## config.mk

```make
export PLATFORM = sky130hd
export DESIGN_NAME = atm_session_ctrl_flat
export DESIGN_NICKNAME = d
export VERILOG_FILES = /design/src/rtl/atm_session_ctrl_pkg.sv /design/src/rtl/atm_session_ctrl_if.sv /design/src/rtl/atm_session_ctrl_lock_table.sv /design/src/rtl/atm_session_ctrl.sv /design/src/flat_wrapper.sv
export SDC_FILE = /design/constraint.sdc
export NUM_CORES = 1
export LEC_CHECK = 0
export BUFFER_PORTS_ARGS = -buffer_cell sky130_fd_sc_hd__buf_2
export CAP_MARGIN = 15
export CORE_MARGIN = 2
export CORE_UTILIZATION = 50
export CTS_CLUSTER_DIAMETER = 50
export CTS_CLUSTER_SIZE = 30
export DETAILED_ROUTE_END_ITERATION = 16
export MAX_ROUTING_LAYER = met4
export PLACE_DENSITY = 0.76
export SYNTH_ARGS = -nofsm -noshare
export SYNTH_HDL_FRONTEND = slang
export SYNTH_HIERARCHICAL = 1
export SYNTH_SLANG_ARGS = --single-unit
export TNS_END_PERCENT = 10
```

## constraint.sdc

```tcl
create_clock -name clk -period 3.2 [get_ports clk]
set_clock_uncertainty 0.2 [all_clocks]
set_input_delay 0.16 -clock clk [delete_from_list [all_inputs] [get_ports clk]]
set_output_delay 0.16 -clock clk [all_outputs]
set_load 0.03 [all_outputs]
```

## src/rtl/atm_session_ctrl_pkg.sv

```systemverilog
// Shared types and constants for the ATM session controller.
// Holds the session state encoding, op/result codes and default widths.
package atm_pkg;

    localparam int ACCT_W_D    = 4;
    localparam int AMT_W_D     = 10;
    localparam int PIN_W_D     = 16;
    localparam int MAX_TRIES_D = 3;
    localparam int RSP_TMO_D   = 255;

    typedef enum logic [2:0] {
        IDLE,
        WAIT_PIN,
        WAIT_OP,
        ISSUE,
        WAIT_RSP,
        EJECT
    } state_t;

    localparam logic [1:0] OP_EXIT = 2'b00;
    localparam logic [1:0] OP_INV  = 2'b01;
    localparam logic [1:0] OP_WDR  = 2'b10;
    localparam logic [1:0] OP_DEP  = 2'b11;

    localparam logic [1:0] RES_OK   = 2'b00;
    localparam logic [1:0] RES_REJ  = 2'b01;
    localparam logic [1:0] RES_LOCK = 2'b10;
    localparam logic [1:0] RES_TMO  = 2'b11;

endpackage

```

## src/rtl/atm_session_ctrl_if.sv

```systemverilog
// Command/response link between the session controller and the transaction core.
// Command is a valid/ready handshake; the response is a one-cycle valid pulse.
interface atm_session_ctrl_if #(
    parameter int ACCT_W = 4,
    parameter int AMT_W  = 10
);
    logic              cmd_valid;
    logic              cmd_ready;
    logic [1:0]        cmd_select;
    logic [ACCT_W-1:0] cmd_origin;
    logic [ACCT_W-1:0] cmd_purpose;
    logic [AMT_W-1:0]  cmd_amount;
    logic              rsp_valid;
    logic [1:0]        rsp_result;

    modport master (
        output cmd_valid, cmd_select, cmd_origin, cmd_purpose, cmd_amount,
        input  cmd_ready, rsp_valid, rsp_result
    );

    modport slave (
        input  cmd_valid, cmd_select, cmd_origin, cmd_purpose, cmd_amount,
        output cmd_ready, rsp_valid, rsp_result
    );
endinterface

```

## src/rtl/atm_session_ctrl_lock_table.sv

```systemverilog
// Per-account saturating wrong-PIN counters plus a sticky lock bitmap.
// Updates land one cycle after inc/clr/lock; is_locked and cnt are combinational reads.
module atm_lock_table #(
    parameter int ACCT_W    = 4,
    parameter int MAX_TRIES = 3,
    parameter int CNT_W     = $clog2(MAX_TRIES + 1)
) (
    input  logic              clk,
    input  logic              rst_n,
    input  logic [ACCT_W-1:0] rd_acct,
    output logic              is_locked,
    input  logic [ACCT_W-1:0] upd_acct,
    input  logic              inc,
    input  logic              clr,
    input  logic              lock,
    output logic [CNT_W-1:0]  cnt
);
    localparam int N = 1 << ACCT_W;

    logic [N-1:0]     lock_q;
    logic [CNT_W-1:0] cnt_q [N];

    always_ff @(posedge clk or negedge rst_n) begin
        if (!rst_n) begin
            lock_q <= '0;
            for (int i = 0; i < N; i++) cnt_q[i] <= '0;
        end else begin
            if (clr)
                cnt_q[upd_acct] <= '0;
            else if (inc && cnt_q[upd_acct] != CNT_W'(MAX_TRIES))
                cnt_q[upd_acct] <= cnt_q[upd_acct] + 1'b1;
            // Lock bits are sticky until reset.
            if (lock)
                lock_q[upd_acct] <= 1'b1;
        end
    end

    assign is_locked = lock_q[rd_acct];
    assign cnt       = cnt_q[upd_acct];

endmodule

```

## src/rtl/atm_session_ctrl.sv

```systemverilog
// Card session FSM: PIN check with lockout, one op per card, command/response to the core, eject.
// Optional ATM_INACT_TMO_EN adds a 50000-cycle inactivity eject in WAIT_PIN/WAIT_OP.
module atm_session_ctrl
    import atm_pkg::*;
#(
    parameter int ACCT_W    = ACCT_W_D,
    parameter int AMT_W     = AMT_W_D,
    parameter int PIN_W     = PIN_W_D,
    parameter int MAX_TRIES = MAX_TRIES_D,
    parameter int RSP_TMO   = RSP_TMO_D
) (
    input  logic                clk,
    input  logic                rst_n,
    input  logic                card_valid,
    input  logic [ACCT_W-1:0]   card_acct,
    input  logic                pin_valid,
    input  logic [PIN_W-1:0]    pin_val,
    input  logic [PIN_W-1:0]    pin_ref,
    output logic [ACCT_W-1:0]   sess_acct,
    input  logic                op_valid,
    input  logic [1:0]          op_sel,
    input  logic [ACCT_W-1:0]   op_dest,
    input  logic [AMT_W-1:0]    op_amount,
    atm_session_ctrl_if.master  core,
    output logic                card_eject,
    output logic [1:0]          sess_result,
    output logic                locked
);
    localparam int CNT_W = $clog2(MAX_TRIES + 1);
    localparam int TMR_W = $clog2(RSP_TMO + 1);

    state_t            state_q, state_d;
    logic [ACCT_W-1:0] acct_q, acct_d;
    logic [1:0]        res_q, res_d;
    logic              locked_q, locked_d;
    logic              eject_q, eject_d;
    logic              cvld_q, cvld_d;
    logic [1:0]        csel_q, csel_d;
    logic [ACCT_W-1:0] cpur_q, cpur_d;
    logic [AMT_W-1:0]  camt_q, camt_d;
    logic [TMR_W-1:0]  tmr_q, tmr_d;

    logic              lt_locked, lt_inc, lt_clr, lt_lock;
    logic [CNT_W-1:0]  lt_cnt;
    logic [CNT_W:0]    cnt_nxt;
    logic              will_lock, op_rej, inact_hit;

    atm_lock_table #(.ACCT_W(ACCT_W), .MAX_TRIES(MAX_TRIES)) u_lock (
        .clk       (clk),
        .rst_n     (rst_n),
        .rd_acct   (card_acct),
        .is_locked (lt_locked),
        .upd_acct  (acct_q),
        .inc       (lt_inc),
        .clr       (lt_clr),
        .lock      (lt_lock),
        .cnt       (lt_cnt)
    );

    assign cnt_nxt   = {1'b0, lt_cnt} + 1'b1;
    assign will_lock = cnt_nxt >= (CNT_W + 1)'(MAX_TRIES);
    assign op_rej    = (op_sel == OP_DEP && op_dest == acct_q) ||
                       (op_sel != OP_EXIT && op_sel != OP_INV && op_amount == '0);

`ifdef ATM_INACT_TMO_EN
    localparam logic [15:0] INACT_TMO = 16'd50000;
    logic [15:0] inact_q;
    logic        waiting;

    assign waiting = (state_q == WAIT_PIN) || (state_q == WAIT_OP);

    always_ff @(posedge clk or negedge rst_n) begin
        if (!rst_n)
            inact_q <= '0;
        else if (!waiting || pin_valid || op_valid)
            inact_q <= '0;
        else
            inact_q <= inact_q + 1'b1;
    end

    // Fires on the 50000th consecutive quiet cycle.
    assign inact_hit = waiting && (inact_q == INACT_TMO - 16'd1);
`else
    assign inact_hit = 1'b0;
`endif

    always_comb begin
        state_d  = state_q;
        acct_d   = acct_q;
        res_d    = res_q;
        locked_d = locked_q;
        eject_d  = 1'b0;
        cvld_d   = cvld_q;
        csel_d   = csel_q;
        cpur_d   = cpur_q;
        camt_d   = camt_q;
        tmr_d    = tmr_q;
        lt_inc   = 1'b0;
        lt_clr   = 1'b0;
        lt_lock  = 1'b0;
        case (state_q)
            IDLE: if (card_valid) begin
                acct_d = card_acct;
                if (lt_locked) begin
                    state_d  = EJECT;
                    res_d    = RES_LOCK;
                    locked_d = 1'b1;
                    eject_d  = 1'b1;
                end else begin
                    state_d = WAIT_PIN;
                end
            end
            WAIT_PIN: if (pin_valid) begin
                if (pin_val == pin_ref) begin
                    lt_clr  = 1'b1;
                    state_d = WAIT_OP;
                end else begin
                    lt_inc = 1'b1;
                    if (will_lock) begin
                        lt_lock  = 1'b1;
                        res_d    = RES_LOCK;
                        locked_d = 1'b1;
                        eject_d  = 1'b1;
                        state_d  = EJECT;
                    end
                end
            end else if (inact_hit) begin
                res_d   = RES_TMO;
                eject_d = 1'b1;
                state_d = EJECT;
            end
            WAIT_OP: if (op_valid) begin
                if (op_sel == OP_EXIT) begin
                    res_d   = RES_OK;
                    eject_d = 1'b1;
                    state_d = EJECT;
                end else if (op_rej) begin
                    res_d = RES_REJ;
                end else begin
                    csel_d  = op_sel;
                    cpur_d  = op_dest;
                    camt_d  = op_amount;
                    cvld_d  = 1'b1;
                    state_d = ISSUE;
                end
            end else if (inact_hit) begin
                res_d   = RES_TMO;
                eject_d = 1'b1;
                state_d = EJECT;
            end
            ISSUE: if (core.cmd_ready) begin
                cvld_d  = 1'b0;
                tmr_d   = '0;
                state_d = WAIT_RSP;
            end
            // A response in the timeout cycle takes priority over the timeout.
            WAIT_RSP: if (core.rsp_valid) begin
                res_d   = core.rsp_result;
                eject_d = 1'b1;
                state_d = EJECT;
            end else if (tmr_q == TMR_W'(RSP_TMO)) begin
                res_d   = RES_TMO;
                eject_d = 1'b1;
                state_d = EJECT;
            end else begin
                tmr_d = tmr_q + 1'b1;
            end
            EJECT: begin
                locked_d = 1'b0;
                state_d  = IDLE;
            end
            default: state_d = IDLE;
        endcase
    end

    always_ff @(posedge clk or negedge rst_n) begin
        if (!rst_n) begin
            state_q  <= IDLE;
            acct_q   <= '0;
            res_q    <= '0;
            locked_q <= 1'b0;
            eject_q  <= 1'b0;
            cvld_q   <= 1'b0;
            csel_q   <= '0;
            cpur_q   <= '0;
            camt_q   <= '0;
            tmr_q    <= '0;
        end else begin
            state_q  <= state_d;
            acct_q   <= acct_d;
            res_q    <= res_d;
            locked_q <= locked_d;
            eject_q  <= eject_d;
            cvld_q   <= cvld_d;
            csel_q   <= csel_d;
            cpur_q   <= cpur_d;
            camt_q   <= camt_d;
            tmr_q    <= tmr_d;
        end
    end

    assign sess_acct        = acct_q;
    assign sess_result      = res_q;
    assign locked           = locked_q;
    assign card_eject       = eject_q;
    assign core.cmd_valid   = cvld_q;
    assign core.cmd_select  = csel_q;
    assign core.cmd_origin  = acct_q;
    assign core.cmd_purpose = cpur_q;
    assign core.cmd_amount  = camt_q;

endmodule

```

## src/flat_wrapper.sv

```systemverilog
// flat-port wrapper written by rule: the top's interface ports become plain ports
module atm_session_ctrl_flat import atm_pkg::*;
#(
    parameter int ACCT_W    = ACCT_W_D,
    parameter int AMT_W     = AMT_W_D,
    parameter int PIN_W     = PIN_W_D,
    parameter int MAX_TRIES = MAX_TRIES_D,
    parameter int RSP_TMO   = RSP_TMO_D
)
  (clk, rst_n, card_valid, card_acct, pin_valid, pin_val, pin_ref, sess_acct, op_valid, op_sel, op_dest, op_amount, card_eject, sess_result, locked, core_cmd_valid, core_cmd_select, core_cmd_origin, core_cmd_purpose, core_cmd_amount, core_cmd_ready, core_rsp_valid, core_rsp_result);
  atm_session_ctrl_if #(.ACCT_W(ACCT_W), .AMT_W(AMT_W)) core_i ();
  input  logic clk;
  input  logic rst_n;
  input  logic card_valid;
  input  logic [ACCT_W-1:0] card_acct;
  input  logic pin_valid;
  input  logic [PIN_W-1:0] pin_val;
  input  logic [PIN_W-1:0] pin_ref;
  output logic [ACCT_W-1:0] sess_acct;
  input  logic op_valid;
  input  logic [1:0] op_sel;
  input  logic [ACCT_W-1:0] op_dest;
  input  logic [AMT_W-1:0] op_amount;
  output logic card_eject;
  output logic [1:0] sess_result;
  output logic locked;
  output wire logic [$bits(core_i.cmd_valid)-1:0] core_cmd_valid;
  output wire logic [$bits(core_i.cmd_select)-1:0] core_cmd_select;
  output wire logic [$bits(core_i.cmd_origin)-1:0] core_cmd_origin;
  output wire logic [$bits(core_i.cmd_purpose)-1:0] core_cmd_purpose;
  output wire logic [$bits(core_i.cmd_amount)-1:0] core_cmd_amount;
  input wire logic [$bits(core_i.cmd_ready)-1:0] core_cmd_ready;
  input wire logic [$bits(core_i.rsp_valid)-1:0] core_rsp_valid;
  input wire logic [$bits(core_i.rsp_result)-1:0] core_rsp_result;
  assign core_cmd_valid = core_i.cmd_valid;
  assign core_cmd_select = core_i.cmd_select;
  assign core_cmd_origin = core_i.cmd_origin;
  assign core_cmd_purpose = core_i.cmd_purpose;
  assign core_cmd_amount = core_i.cmd_amount;
  assign core_i.cmd_ready = core_cmd_ready;
  assign core_i.rsp_valid = core_rsp_valid;
  assign core_i.rsp_result = core_rsp_result;
  atm_session_ctrl #(.ACCT_W(ACCT_W), .AMT_W(AMT_W), .PIN_W(PIN_W), .MAX_TRIES(MAX_TRIES), .RSP_TMO(RSP_TMO)) u_core (.clk(clk), .rst_n(rst_n), .card_valid(card_valid), .card_acct(card_acct), .pin_valid(pin_valid), .pin_val(pin_val), .pin_ref(pin_ref), .sess_acct(sess_acct), .op_valid(op_valid), .op_sel(op_sel), .op_dest(op_dest), .op_amount(op_amount), .core(core_i), .card_eject(card_eject), .sess_result(sess_result), .locked(locked));
endmodule
```

; ---- After elaboration in Yosys (flattened, before gate mapping)
; Index checks and enable logic that the tools add are counted.
; Widths: inputs -> output; s select.
[totals]
inputBits = 61
word_cells = 158
output_inout_bits = 29
reg_bits = 84
[classes]
muxes = 67
bitwise_logic = 6
n_lt_le_gt_ge = 6
eq_ne = 26
n_reduce_logical = 23
n_addsub = 3
[op_table]
columns = cell, count
row1 = $mux 32, 2
row2 = $mux 3, 11
row3 = $and 32x32->32, 1
row4 = $bwmux 32, 1
row5 = $not 32->32, 1
row6 = $mux 1, 27
row7 = $mux 2, 13
row8 = $mux 8, 3
row9 = $ne 2x2->1 const B, 10
row10 = $eq 16x16->1, 1
row11 = $or 16x16->16, 1
row12 = $pmux 8 s2, 1
row13 = $pmux 3 s5, 1
row14 = $logic_not 10->1, 1
row15 = $lt 4x5->1 const B, 2
row16 = $reduce_and 9->1, 1
row17 = $add 8x1->8 const B, 1
row18 = $bmux 2 s4, 1
row19 = $demux 2 s4, 1
row20 = $eq 8x8->1 const B, 1
row21 = $pmux 2 s4, 1
row22 = $reduce_and 4->1, 2
row23 = $reduce_bool 2->1, 4
row24 = $reduce_and 7->1, 1
row25 = 31 further kinds, 42

; ---- Longest topological paths before layout
; Gate-level depths: netlist of run 1.
[depth]
word_depth = 10
ltp_mapped = 11
mapped_depth_nobuf = 8

; ---- Modules after synthesis
; Netlist of run 1, hierarchy kept.
[modules_own_cells]
columns = module, n_inst, seq_area_each_um2, area_each_um2, cells_each
row1 = atm_lock_table, 1, 1201.2, 2456.1, 194
row2 = atm_session_ctrl, 1, 900.9, 2082.0, 199

; ---- Worst setup path before layout of run 1
; OpenSTA, ideal clock, no wires.
[synth_path]
kind = reg2reg
from = reg u_core.acct_q[1] (netlist: u_core/core.cmd_origin[1])
to = reg u_core/u_lock/cnt_q[23] (netlist name)
arrival_ns = 3.043
path_slack_ns = -0.164
setup_ns = 0.121
stages_incl_launch_ff = 10
required_ns = 2.879
n_path_buf = 2
synth_period_minus_slack_ns = 3.364
cell_sequence = dfrtp_1 -> buf_6 -> mux2_1 -> mux4_2 -> mux2_4 -> ha_1 -> nor2b_1 -> clkbuf_1 -> o21ai_0 -> a22o_1
[synth_between]
elab_chain_cells = 8
elab_cells_between_ends = 18
cone_classes = add/sub: 1 / order compare: 2 / eq/ne: 1 / mux: 8 / bitwise: 3 / reduce/logical: 3
[synth_rtl]
columns = item, line
row1 = start: declaration, atm_session_ctrl.sv:33  ; logic [ACCT_W-1:0] acct_q, acct_d;
row2 = start signal: assignment, atm_session_ctrl.sv:190  ; acct_q <= acct_d;
row3 = $not 4->5 (*), -
row4 = $bmux 2 s4 (*), -
row5 = $mux 2 (*) (2 in series), -
row6 = via u_core.lt_cnt[0], atm_session_ctrl.sv:44  ; logic [CNT_W-1:0] lt_cnt;
row7 = $add 2x1->2, atm_session_ctrl_lock_table.sv:31  ; cnt_q[upd_acct] <= cnt_q[upd_acct] + 1'b1;
row8 = $bwmux 32, atm_session_ctrl_lock_table.sv:31
row9 = $mux 32, atm_session_ctrl_lock_table.sv:30  ; else if (inc && cnt_q[upd_acct] != CNT_W'(MAX_TRIES))
row10 = $mux 32, atm_session_ctrl_lock_table.sv:28  ; if (clr)
row11 = end signal: indexed assignment, atm_session_ctrl_lock_table.sv:31
row12 = end: declaration, atm_session_ctrl_lock_table.sv:21  ; logic [CNT_W-1:0] cnt_q [N];
; Mark *: on every way through the listed nets, which the timed path passes. The rest lies on a longest branch. The select of a mux whose other input is x is not followed.
; A chain may end at the register's enable or synchronous reset.

; ---- Final worst setup path of run 1
[layout_path]
from = reg u_core.acct_q[1] (netlist: u_core/core.cmd_origin[1])
to = reg u_core/u_lock/cnt_q[17] (netlist name)
; Same word-level chain as after synthesis.

==> results of run 1 <==
cell usage in the layout, fill, tap and decap left out, types with 16 or more instances in the layout:
| master | n |
|---|---|
| nand2_1 | 29 |
| dfrtp_1 | 82 |
| a21o_1 | 16 |
| nor2_1 | 21 |
| o21ai_0 | 23 |
| dlygate4sd3_1 | 24 |
| buf_2 | 88 |
| buf_4 | 20 |
| o2bb2ai_1 | 16 |
| xor2_1 | 20 |
final timing paths:
path	startpoint	endpoint	slack [ns]	cells past startpoint
worst max-delay path	u_core/core.cmd_origin[1]$_DFFE_PN0P_	u_core/u_lock/cnt_q[17]$_DFFE_PN0P_	0.11	9
worst min-delay path	core_rsp_result[1]	u_core/sess_result[1]$_DFFE_PN0P_	0.06	5
worst max register to register	u_core/core.cmd_origin[1]$_DFFE_PN0P_	u_core/u_lock/cnt_q[17]$_DFFE_PN0P_	0.11	9
worst min register to register	u_core/u_lock/lock_q[9]$_DFFE_PN0P_	u_core/u_lock/lock_q[9]$_DFFE_PN0P_	0.26	1
max in group asynchronous	rst_n	u_core/core.cmd_origin[0]$_DFFE_PN0P_	1.67	4
min in group asynchronous	rst_n	u_core/tmr_q[4]$_DFFE_PN0P_	0.52	3
cell families (layout without fill, tap and decap cells):
kind of cell               after synthesis  after routing  synth area share, %
AOI/OAI and AO/OA                      103            103                 17.1
buffers and inverters                   37            161                 4.03
and+or+nand+nor                        105            105                 14.5
muxes                                   41             41                 13.5
xor gates and xnor gates                21             21                 4.05
adders and majority gates                2              2                0.551
DFF                                     84             84                 46.3
timing repair:
item / CTS / global route
buffers inserted: 0 / 1
hold buffers: 23 / 1
hold endpoints to repair: 106 / 9
gates resized for setup: 0 / 1
setup endpoints to repair: 0 / 9
flip-flops by register name, summed over array words and instances (netlist names), 2 cells and up:
| register | flops |
|---|---|
| u_core/u_lock/cnt_q | 32 |
| u_core/u_lock/lock_q | 16 |
| u_core/core.cmd_amount | 10 |
| u_core/tmr_q | 8 |
| u_core/core.cmd_origin | 4 |
| u_core/core.cmd_purpose | 4 |
| u_core/state_q | 3 |
| u_core/core.cmd_select | 2 |
| u_core/sess_result | 2 |
layer usage:
metal | global-route usage [%] | wire [microns]
met5 | - | 0
met2 | 39.9 | 5620
met4 | 9.48 | 310
met3 | 5.06 | 836
met1 | 32.4 | 4910
cell type report:
class	count	area [sq um]	area share [%]
clock buffer	9	124	2.19
clock inverter	7	97.6	1.73
inverter	10	37.5	0.665
multi-input combinational	272	2260	40.0
sequential	84	2100	37.3
tap	108	135	2.39
timing repair buffer	135	890	15.8
power by group through the flow:
stage / Sequential, mW / Combinational [mW] / Clock (mW)
final: 1.74 / 2.39 / 0.843
after global routing: 1.78 / 2.56 / 0.903
after CTS: 1.75 / 2.29 / 0.851
after detailed placement: 1.76 / 2.26 / 0
after global placement: 1.75 / 2.21 / 0
after floorplan: 1.92 / 1.43 / 0
tightest hold or removal path, delay by kind of cell:
kind,cells,cell delay (ns)
AND/OR/NAND/NOR,1,0.12
AO/OA/AOI/OAI,2,0.22
buffers and inverters,2,0.10
per-stage QoR:
stage,std cells,setup WS [ns]
6_report,625,0.108
5_1_grt,625,0.0183
4_1_cts,621,0.155
3_5_place_dp,582,0.185
3_3_place_gp,582,0.271
2_1_floorplan,393,-0.0108
==> results.ini, run 1 <==
[critical_path]
critPathMaxFanout = 17
max_stage_delay_ns = 0.49
criticalPathCategory = reg -> reg
cpLargestDelayFamily = multiplexers
crit_chain = buf_12 > mux2_1 > mux4_2 > mux2_4 > ha_1 > nor2b_1 > buf_4 > o21ai_0 > a22o_1
critPathLaunchType = flop
cp.arrival_ns = 3.14
cp_slowest_cell = mux4_2
path_buf_inv = 2
setup.worst_path.end_class = flop
cp.required_ns = 3.24

[cts]
clk_pin_slew_worst_paths_ns = 0.10
cts_root_buf = clkbuf_8
htree_num_levels = 3
cts.sinks = 84
clk_path_buf_depth = 2
clk_latency_ns = 0.37
cts_tree = done
cts_buffers = 9

[detailed_routing]
drc_errors = 0
vias_per_cell = 6.00
dr.pass1.iters = 5
drt_iter0_drc = 265
ant_nets = 0
wl_microns = 11700
vias = 3747
wire_per_inst_microns = 18.7

[power]
pwr-share-comb_pct = 48.1
ir_drop_mv = 0.578
switching_share_pct = 41.2
internal_power_mw = 2.92
power_frac_seq_pct = 35.0
p_sw_mw = 2.05
p_leak_nw = 2.72
clkPwrFrac_pct = 17.0
power.density_mw_per_mm2 = 880
finalPower_mw = 4.97

[cells_and_area]
drive_gt1_share_pct = 34.4
nFillCells = 665
diodes = 0
nets = 575
stdcell_area_sq_mm = 0.00565
final_core_util_pct = 64.4
area_growth_pct = 24.5

[placed_design]
hpwl_microns = 7860
gp_congestion = 0.876
placed_cell_area_sq_mm = 0.00513
numPortBuffers = 89

[timing]
setup-tns-final_ns = 0
fmax_mhz = 323
tightest_slew_ns = 0.946
fin_crit_sh_pct = 96.6
rsz0062_at_grt = no
slew_headroom_pct = 36.9
fin_crit_ns = 3.09
hold_viol_final = 0
setup_viol = 0
slew_viol_final = 0
hold_ws_ns = 0.0588

[logic_synthesis]
ys.flop_type = dfrtp_1
syn_area_per_cell_sq_um = 11.5
yosys.area.top_type = dfrtp_1
yosys_warnings = 6
yosysTopAreaCellShare_pct = 46.3
ys_ff_latch = 84
syn_nets = 456
netlist_instances = 393
synth_edf_count = 0
synthArstFlopShare_pct = 100
synth.distinct_cells = 59
synth.most_common_cell = dfrtp_1
synth_area_sq_mm = 0.00454
synth_common_cells = dfrtp_1 (84), nand2_1 (29), o21ai_0 (23)
yosys-top-cells-area = dfrtp_1 (46%), mux4_2 (5.0%), xor2_1 (3.9%)
ys_seq_area_share_pct = 46.3

[floorplanning]
dieArea_sq_mm = 0.00985
core-area_sq_mm = 0.00876
rows = 34
pin_count = 90
die_h_microns = 99.3
initial_utilization_pct = 51.8
die_width_microns = 99.3

[grt]
grt_pass1_vias = 3781
antenna_found_initial = 0
groute.usage.overall_pct = 25.2
grt_pass1_wl_microns = 19000
grt_max_degree = 85
grt_overflow_total = 0

[outcome]
run_status = finished, final reports clean

[hold_path]
hold_path_class = in -> reg

[flow_run]
maxCapViolCount = 0

No activity file was read; power rests on OpenSTA's default activity.
==> run 2: changes to the inputs <==
--- a/config.mk
+++ b/config.mk
@@ -7,13 +7,16 @@
 export LEC_CHECK = 0
 export BUFFER_PORTS_ARGS = -buffer_cell sky130_fd_sc_hd__buf_2
 export CAP_MARGIN = 15
+export CELL_PAD_IN_SITES_DETAIL_PLACEMENT = 0
+export CELL_PAD_IN_SITES_GLOBAL_PLACEMENT = 2
 export CORE_MARGIN = 2
-export CORE_UTILIZATION = 50
+export CORE_UTILIZATION = 33
 export CTS_CLUSTER_DIAMETER = 50
 export CTS_CLUSTER_SIZE = 30
 export DETAILED_ROUTE_END_ITERATION = 16
 export MAX_ROUTING_LAYER = met4
-export PLACE_DENSITY = 0.76
+export PLACE_DENSITY_LB_ADDON = 0.1
+export SLEW_MARGIN = 20
 export SYNTH_ARGS = -nofsm -noshare
 export SYNTH_HDL_FRONTEND = slang
 export SYNTH_HIERARCHICAL = 1
==> run 2 against run 1 <==
Net effect:
- first-iteration DRC count is 32% lower
- clock-buffer cell count is 1 higher
- clock power is 26% higher
- non-clock buffer count is 3 lower
- final area is 1.9% higher
- worst setup slack better by 0.11 ns
- utilization is 21 points lower
- die area is 49% higher
- combinational power is 5% lower
- largest power group unchanged
==> results.ini, run 2 (synthesis results as in run 1) <==
[cts]
clk_latency_ns = 0.34  ; -0.03 ns
clk_path_buf_depth = 2  ; unchanged
cts_tree = done
clk_pin_slew_worst_paths_ns = 0.06  ; -0.04 ns
cts_root_buf = clkbuf_16
htree_num_levels = 3  ; unchanged
cts_setup_buffers = 0  ; unchanged
cts.sinks = 84  ; unchanged
cts_buffers = 9  ; unchanged

[detailed_routing]
vias_per_cell = 5.18  ; -14%
vias = 3570  ; -4.7%
drc_errors = 0  ; unchanged
ant_nets = 0  ; unchanged
wl_microns = 12300  ; +5.7%
dr.pass1.iters = 4  ; -1
drt_iter0_drc = 180  ; -32%
wire_per_inst_microns = 17.9  ; -4.1%

[floorplanning]
initial_utilization_pct = 34.0  ; -18 points
rows = 42  ; +24%
core-area_sq_mm = 0.0133  ; +52%
pin_count = 90  ; unchanged
die_h_microns = 121  ; +22%
dieArea_sq_mm = 0.0147  ; +49%
die_width_microns = 121  ; +22%

[cells_and_area]
stdcell_area_sq_mm = 0.00576  ; +1.9%
largest_register = u_core/u_lock/cnt_q
nets = 572  ; -0.52%
diodes = 0  ; unchanged
stdcell_count = 689  ; +10%
area_growth_pct = 26.9
nFillCells = 1333  ; +100%
final_common_cell = buf_2
mostFrequentLayoutCells = buf_2 (88), dfrtp_1 (83), nand2_1 (29)
layout.area.seq_sq_mm = 0.00210  ; about the same
drive_gt1_share_pct = 34.3  ; -0.12 points
final_core_util_pct = 43.1  ; -21 points
largest_reg_flops = 32  ; unchanged
multiInputGateArea_sq_mm = 0.00226  ; unchanged

[power]
finalPower_mw = 5.14  ; +3.3%
p_leak_nw = 2.73  ; +0.63%
switching_share_pct = 40.4  ; -0.86 points
power_frac_seq_pct = 34.8  ; -0.2 points
ir_drop_mv = 0.398  ; -31%
power.density_mw_per_mm2 = 892  ; +1.3%
pwr-share-comb_pct = 44.5  ; -3.6 points
internal_power_mw = 3.06  ; +4.8%
p_sw_mw = 2.07  ; +1.2%
clkPwrFrac_pct = 20.7  ; +3.7 points

[flow_run]
maxCapViolCount = 0  ; unchanged

[critical_path]
reg2reg_slack_ns = 0.22  ; +0.11 ns
setup.worst_path.end_class = flop
r2r-end = u_core/u_lock/cnt_q[1]$_DFFE_PN0P_
r2r_start = u_core/core.cmd_origin[1]$_DFFE_PN0P_
cp.required_ns = 3.22  ; -0.02 ns
criticalPathCategory = reg -> reg
critPathMaxFanout = 17  ; unchanged
critPathLaunchType = flop
r2r_cells = 8  ; -1
cp.arrival_ns = 3.01  ; -0.13 ns

[grt]
grt_overflow_total = 0  ; unchanged
antenna_found_initial = 0  ; unchanged
grt_pass1_wl_microns = 19800  ; +4.4%
groute.usage.overall_pct = 18.0  ; -7.2 points
grt_pass1_vias = 3635  ; -3.9%
grt_max_degree = 45  ; -47%

[timing]
setup_viol = 0  ; unchanged
slew_viol_final = 0  ; unchanged
fmax_mhz = 335  ; +3.7%
fin_crit_ns = 2.98  ; -0.109 ns
fin_crit_sh_pct = 93.2  ; -3.4 points
hold_viol_final = 0  ; unchanged
rsz0062_at_grt = no
tightest_slew_ns = 0.610  ; -0.337 ns
slew_headroom_pct = 59.4  ; +22 points
hold_ws_ns = 0.0139  ; -0.0449 ns

[placed_design]
placed_cell_area_sq_mm = 0.00525  ; +2.3%
placed_cells = 653  ; +12%
hpwl_microns = 8850  ; +13%
gp_congestion = 0.794  ; -9.4%
numPortBuffers = 89  ; unchanged

[hold_path]
hold_start = card_acct[1]
hold_path_class = in -> reg
min_path_cells = 2  ; -3
hold_path_end = u_core/core.cmd_origin[1]$_DFFE_PN0P_

[outcome]
run_status = finished, final reports clean

-- run 2: worst max-delay path by stage --
stage                                               start                                  end  slack (ns)  cells after the start
floorplan           u_core/core.cmd_origin[1]$_DFFE_PN0P_  u_core/u_lock/cnt_q[23]$_DFFE_PN0P_       -0.01                      9
global placement    u_core/core.cmd_origin[1]$_DFFE_PN0P_  u_core/u_lock/cnt_q[23]$_DFFE_PN0P_        0.28                      8
detailed placement  u_core/core.cmd_origin[1]$_DFFE_PN0P_  u_core/u_lock/cnt_q[23]$_DFFE_PN0P_        0.24                      8
finish              u_core/core.cmd_origin[1]$_DFFE_PN0P_   u_core/u_lock/cnt_q[1]$_DFFE_PN0P_        0.22                      8
global route        u_core/core.cmd_origin[1]$_DFFE_PN0P_   u_core/u_lock/cnt_q[7]$_DFFE_PN0P_        0.09                      8
CTS                 u_core/core.cmd_origin[1]$_DFFE_PN0P_   u_core/u_lock/cnt_q[1]$_DFFE_PN0P_        0.22                      8
-- run 2: layer usage --
metal / track usage, % / vias to the layer above / part of all wire [%]
met1: 23.3 / 1795 / 46
met5: - / - / 0
met3: 2.73 / 11 / 3.2
met2: 29.1 / 65 / 49
met4: 6.03 / 0 / 1.1
li1: - / 1699 / -
-- run 2: critical path, stage by stage (launching register included) --
cell     delay (ns)
dfrtp_2        0.53
mux2_1         0.36
mux4_2         0.49
mux2_4         0.27
ha_1           0.24
nor2b_1        0.12
buf_4          0.24
o21ai_0        0.14
a22o_1         0.26
-- run 2: power by group through the flow --
stage	Sequential [mW]	Combinational (mW)	Clock, mW
2_1_floorplan	1.92	1.43	0
3_3_place_gp	1.81	2.25	0
3_5_place_dp	1.81	2.27	0
4_1_cts	1.79	2.29	1.10
5_1_grt	1.85	2.47	1.15
6_report	1.79	2.28	1.06
-- run 2: layout make-up --
class / count / area share, %
multi-input combinational: 272 / 39.2
sequential: 84 / 36.5
timing repair buffer: 132 / 14.5
clock buffer: 10 / 4.15
tap: 176 / 3.82
clock inverter: 5 / 1.09
inverter: 10 / 0.652
-- run 2: stage by stage --
step / TNS, ns / worst slack (ns)
2_1_floorplan: -0.0128 / -0.0108
3_3_place_gp: 0 / 0.285
3_5_place_dp: 0 / 0.244
4_1_cts: 0 / 0.222
5_1_grt: 0 / 0.0851
6_report: 0 / 0.217
-- run 2: repair_timing --
item	4_1_cts	5_1_grt
hold endpoints to repair	63	0
resized for setup	0	0
hold buffers	21	0
==> run 3: changes to the inputs <==
==> constraint.sdc (replaced) <==
create_clock -name clk -period 3.2 [get_ports clk]
set_clock_uncertainty 0.2 [all_clocks]
set_input_delay 0.16 -clock clk [delete_from_list [all_inputs] [get_ports clk]]
set_output_delay 0.16 -clock clk [all_outputs]
set_load 0.05 [all_outputs]
==> run 3 against run 2 <==
Net effect:
- power up 8.8%
- utilization grew 0.60 points
- wire length shrank 0.70%
- combinational power is 14% higher
- sequential cell count unchanged
- clock-buffer cell count is 1 lower
- critical path type unchanged
==> results.ini, run 3 (synthesis results as in run 1) <==
[power]
finalPower_mw = 5.59  ; +8.8%
power.density_mw_per_mm2 = 957  ; +7.3%
ir_drop_mv = 0.605  ; +52%
p_leak_nw = 2.77  ; +1.4%

[cts]
cts_setup_buffers = 0  ; unchanged
clk_path_buf_depth = 2  ; unchanged
cts_buffers = 9  ; unchanged
cts.sinks = 84  ; unchanged
cts_tree = done
clk_pin_slew_worst_paths_ns = 0.06  ; about the same
cts_root_buf = clkbuf_16
clk_latency_ns = 0.35  ; about the same
htree_num_levels = 3  ; unchanged

[timing]
setup_viol = 0  ; unchanged
fin_crit_sh_pct = 95.0  ; +1.8 points
hold_viol_final = 0  ; unchanged
rsz0062_at_grt = no
setup_slack_ns = 0.159  ; -0.0585 ns
slew_headroom_pct = 49.8  ; -9.6 points
hold_ws_ns = 0.0539  ; +0.0400 ns
setup-tns-final_ns = 0  ; unchanged
slew_viol_final = 0  ; unchanged
fin_crit_ns = 3.04  ; +0.0585 ns
fmax_mhz = 329  ; -1.9%
tightest_slew_ns = 0.752  ; +0.142 ns

[critical_path]
cp.arrival_ns = 3.07  ; +0.06 ns
crit_chain = mux2_1 > mux4_2 > mux2_4 > ha_1 > nor2b_2 > buf_4 > o21ai_1 > mux2_2
critPathMaxFanout = 18  ; +1
cpLargestDelayFamily = multiplexers
path_buf_inv = 1  ; unchanged
cp_slowest_cell = dfrtp_4
critPathLaunchType = flop
criticalPathCategory = reg -> reg
max_stage_delay_ns = 0.59  ; +0.06 ns
cp.required_ns = 3.23  ; about the same
setup.worst_path.end_class = flop

[detailed_routing]
ant_nets = 0  ; unchanged
wire_per_inst_microns = 17.7  ; -1.3%
drt_iter0_drc = 129  ; -28%
vias = 3595  ; +0.70%
wl_microns = 12300  ; -0.70%
dr.pass1.iters = 4  ; unchanged
drc_errors = 0  ; unchanged
vias_per_cell = 5.19  ; +0.12%

[floorplanning]
die_width_microns = 121  ; unchanged
dieArea_sq_mm = 0.0147  ; unchanged
rows = 42  ; unchanged
pin_count = 90  ; unchanged
die_h_microns = 121  ; unchanged
initial_utilization_pct = 34.0  ; unchanged
core-area_sq_mm = 0.0133  ; unchanged

[cells_and_area]
stdcell_area_sq_mm = 0.00584  ; +1.4%
drive_gt1_share_pct = 35.0  ; +0.70 points
largest_reg_flops = 32  ; unchanged
nFillCells = 1270  ; -4.7%
nets = 575  ; +0.52%
largest_register = u_core/u_lock/cnt_q
diodes = 0  ; unchanged
mostFrequentLayoutCells = buf_2 (88), dfrtp_1 (83), nand2_1 (29)
final_common_cell = buf_2
area_growth_pct = 28.6

[grt]
grt_overflow_total = 0  ; unchanged
groute.usage.overall_pct = 18.4  ; +0.42 points
antenna_found_initial = 0  ; unchanged
grt_pass1_wl_microns = 20300  ; +2.4%
grt_pass1_vias = 3750  ; +3.2%
grt_max_degree = 47  ; +4.4%

[placed_design]
placed_cell_area_sq_mm = 0.00526  ; +0.33%
gp_congestion = 0.833  ; +4.9%
pre_cts_slack_ns = 0.102  ; -0.142 ns
hpwl_microns = 8800  ; -0.57%
numPortBuffers = 89  ; unchanged

[outcome]
run_status = finished, final reports clean

[hold_path]
hold_path_class = in -> reg

[flow_run]
maxCapViolCount = 0  ; unchanged

-- run 3: changes by cell type in the layout (fill, tap and decap cells not counted) --
cell / delta
buf_4: +2
bufinv_16: +2
clkbuf_8: -1
clkinvlp_4: -1
dfrtp_2: -1
dfrtp_4: +1
dlygate4sd3_1: +1
inv_6: +1
nor2_1: -1
nor2_2: +1
nor2b_1: -1
nor2b_2: +1
-- run 3: worst paths after layout --
check,slack [ns],from,cells past startpoint,end
setup / recovery,0.16,u_core/core.cmd_origin[1]$_DFFE_PN0P_,8,u_core/u_lock/cnt_q[5]$_DFFE_PN0P_
hold / removal,0.05,core_cmd_ready,4,u_core/state_q[0]$_DFFE_PN0P_
setup reg to reg,0.16,u_core/core.cmd_origin[1]$_DFFE_PN0P_,8,u_core/u_lock/cnt_q[5]$_DFFE_PN0P_
hold reg to reg,0.25,u_core/u_lock/lock_q[12]$_DFFE_PN0P_,1,u_core/u_lock/lock_q[12]$_DFFE_PN0P_
max in group asynchronous,1.87,rst_n,3,u_core/u_lock/cnt_q[6]$_DFFE_PN0P_
min in group asynchronous,0.18,rst_n,2,u_core/u_lock/cnt_q[20]$_DFFE_PN0P_
-- run 3: layer usage --
| layer | part of all wire [%] | track usage [%] |
|---|---|---|
| met2 | 47 | 28.6 |
| met1 | 46 | 24.1 |
| met3 | 4.2 | 2.68 |
| met4 | 2.3 | 8.19 |
| met5 | 0 | - |
-- run 3: tightest hold or removal path, cell delays in order --
cell and delay (ns):
buf_2 0.10, o21ai_0 0.09, nor2_1 0.10, o21ai_0 0.10
-- run 3: per-stage QoR --
step / util [%] / std cells
after global placement: 39.4 / 655
after CTS: 43.7 / 693
after floorplan: - / 393
after detailed placement: 39.4 / 655
after global routing: 43.7 / 693
final: 43.7 / 693
-- run 3: what timing repair did --
action                                  in CTS  in global routing
resized for setup                            0                  1
endpoints found under the setup margin       0                 11
hold endpoints to repair                    65                  0
hold buffers                                22                  0
-- run 3: layout make-up --
class / instances / area (sq um) / share of cell area [%]
inverters: 10 / 37.5 / 0.643
clock buffers: 9 / 225 / 3.86
flip-flops and latches: 84 / 2110 / 36.1
clock inverters: 7 / 124 / 2.12
multi-input cells: 272 / 2260 / 38.8
well taps: 176 / 220 / 3.77
repair buffers: 135 / 861 / 14.7
-- run 3: where the power goes --
group | leakage [nW] | total (mW) | internal [mW] | switching, mW
Clock | 0.166 | 1.22 | 0.768 | 0.450
Combinational | 1.50 | 2.59 | 1.04 | 1.56
Sequential | 1.11 | 1.78 | 1.43 | 0.346
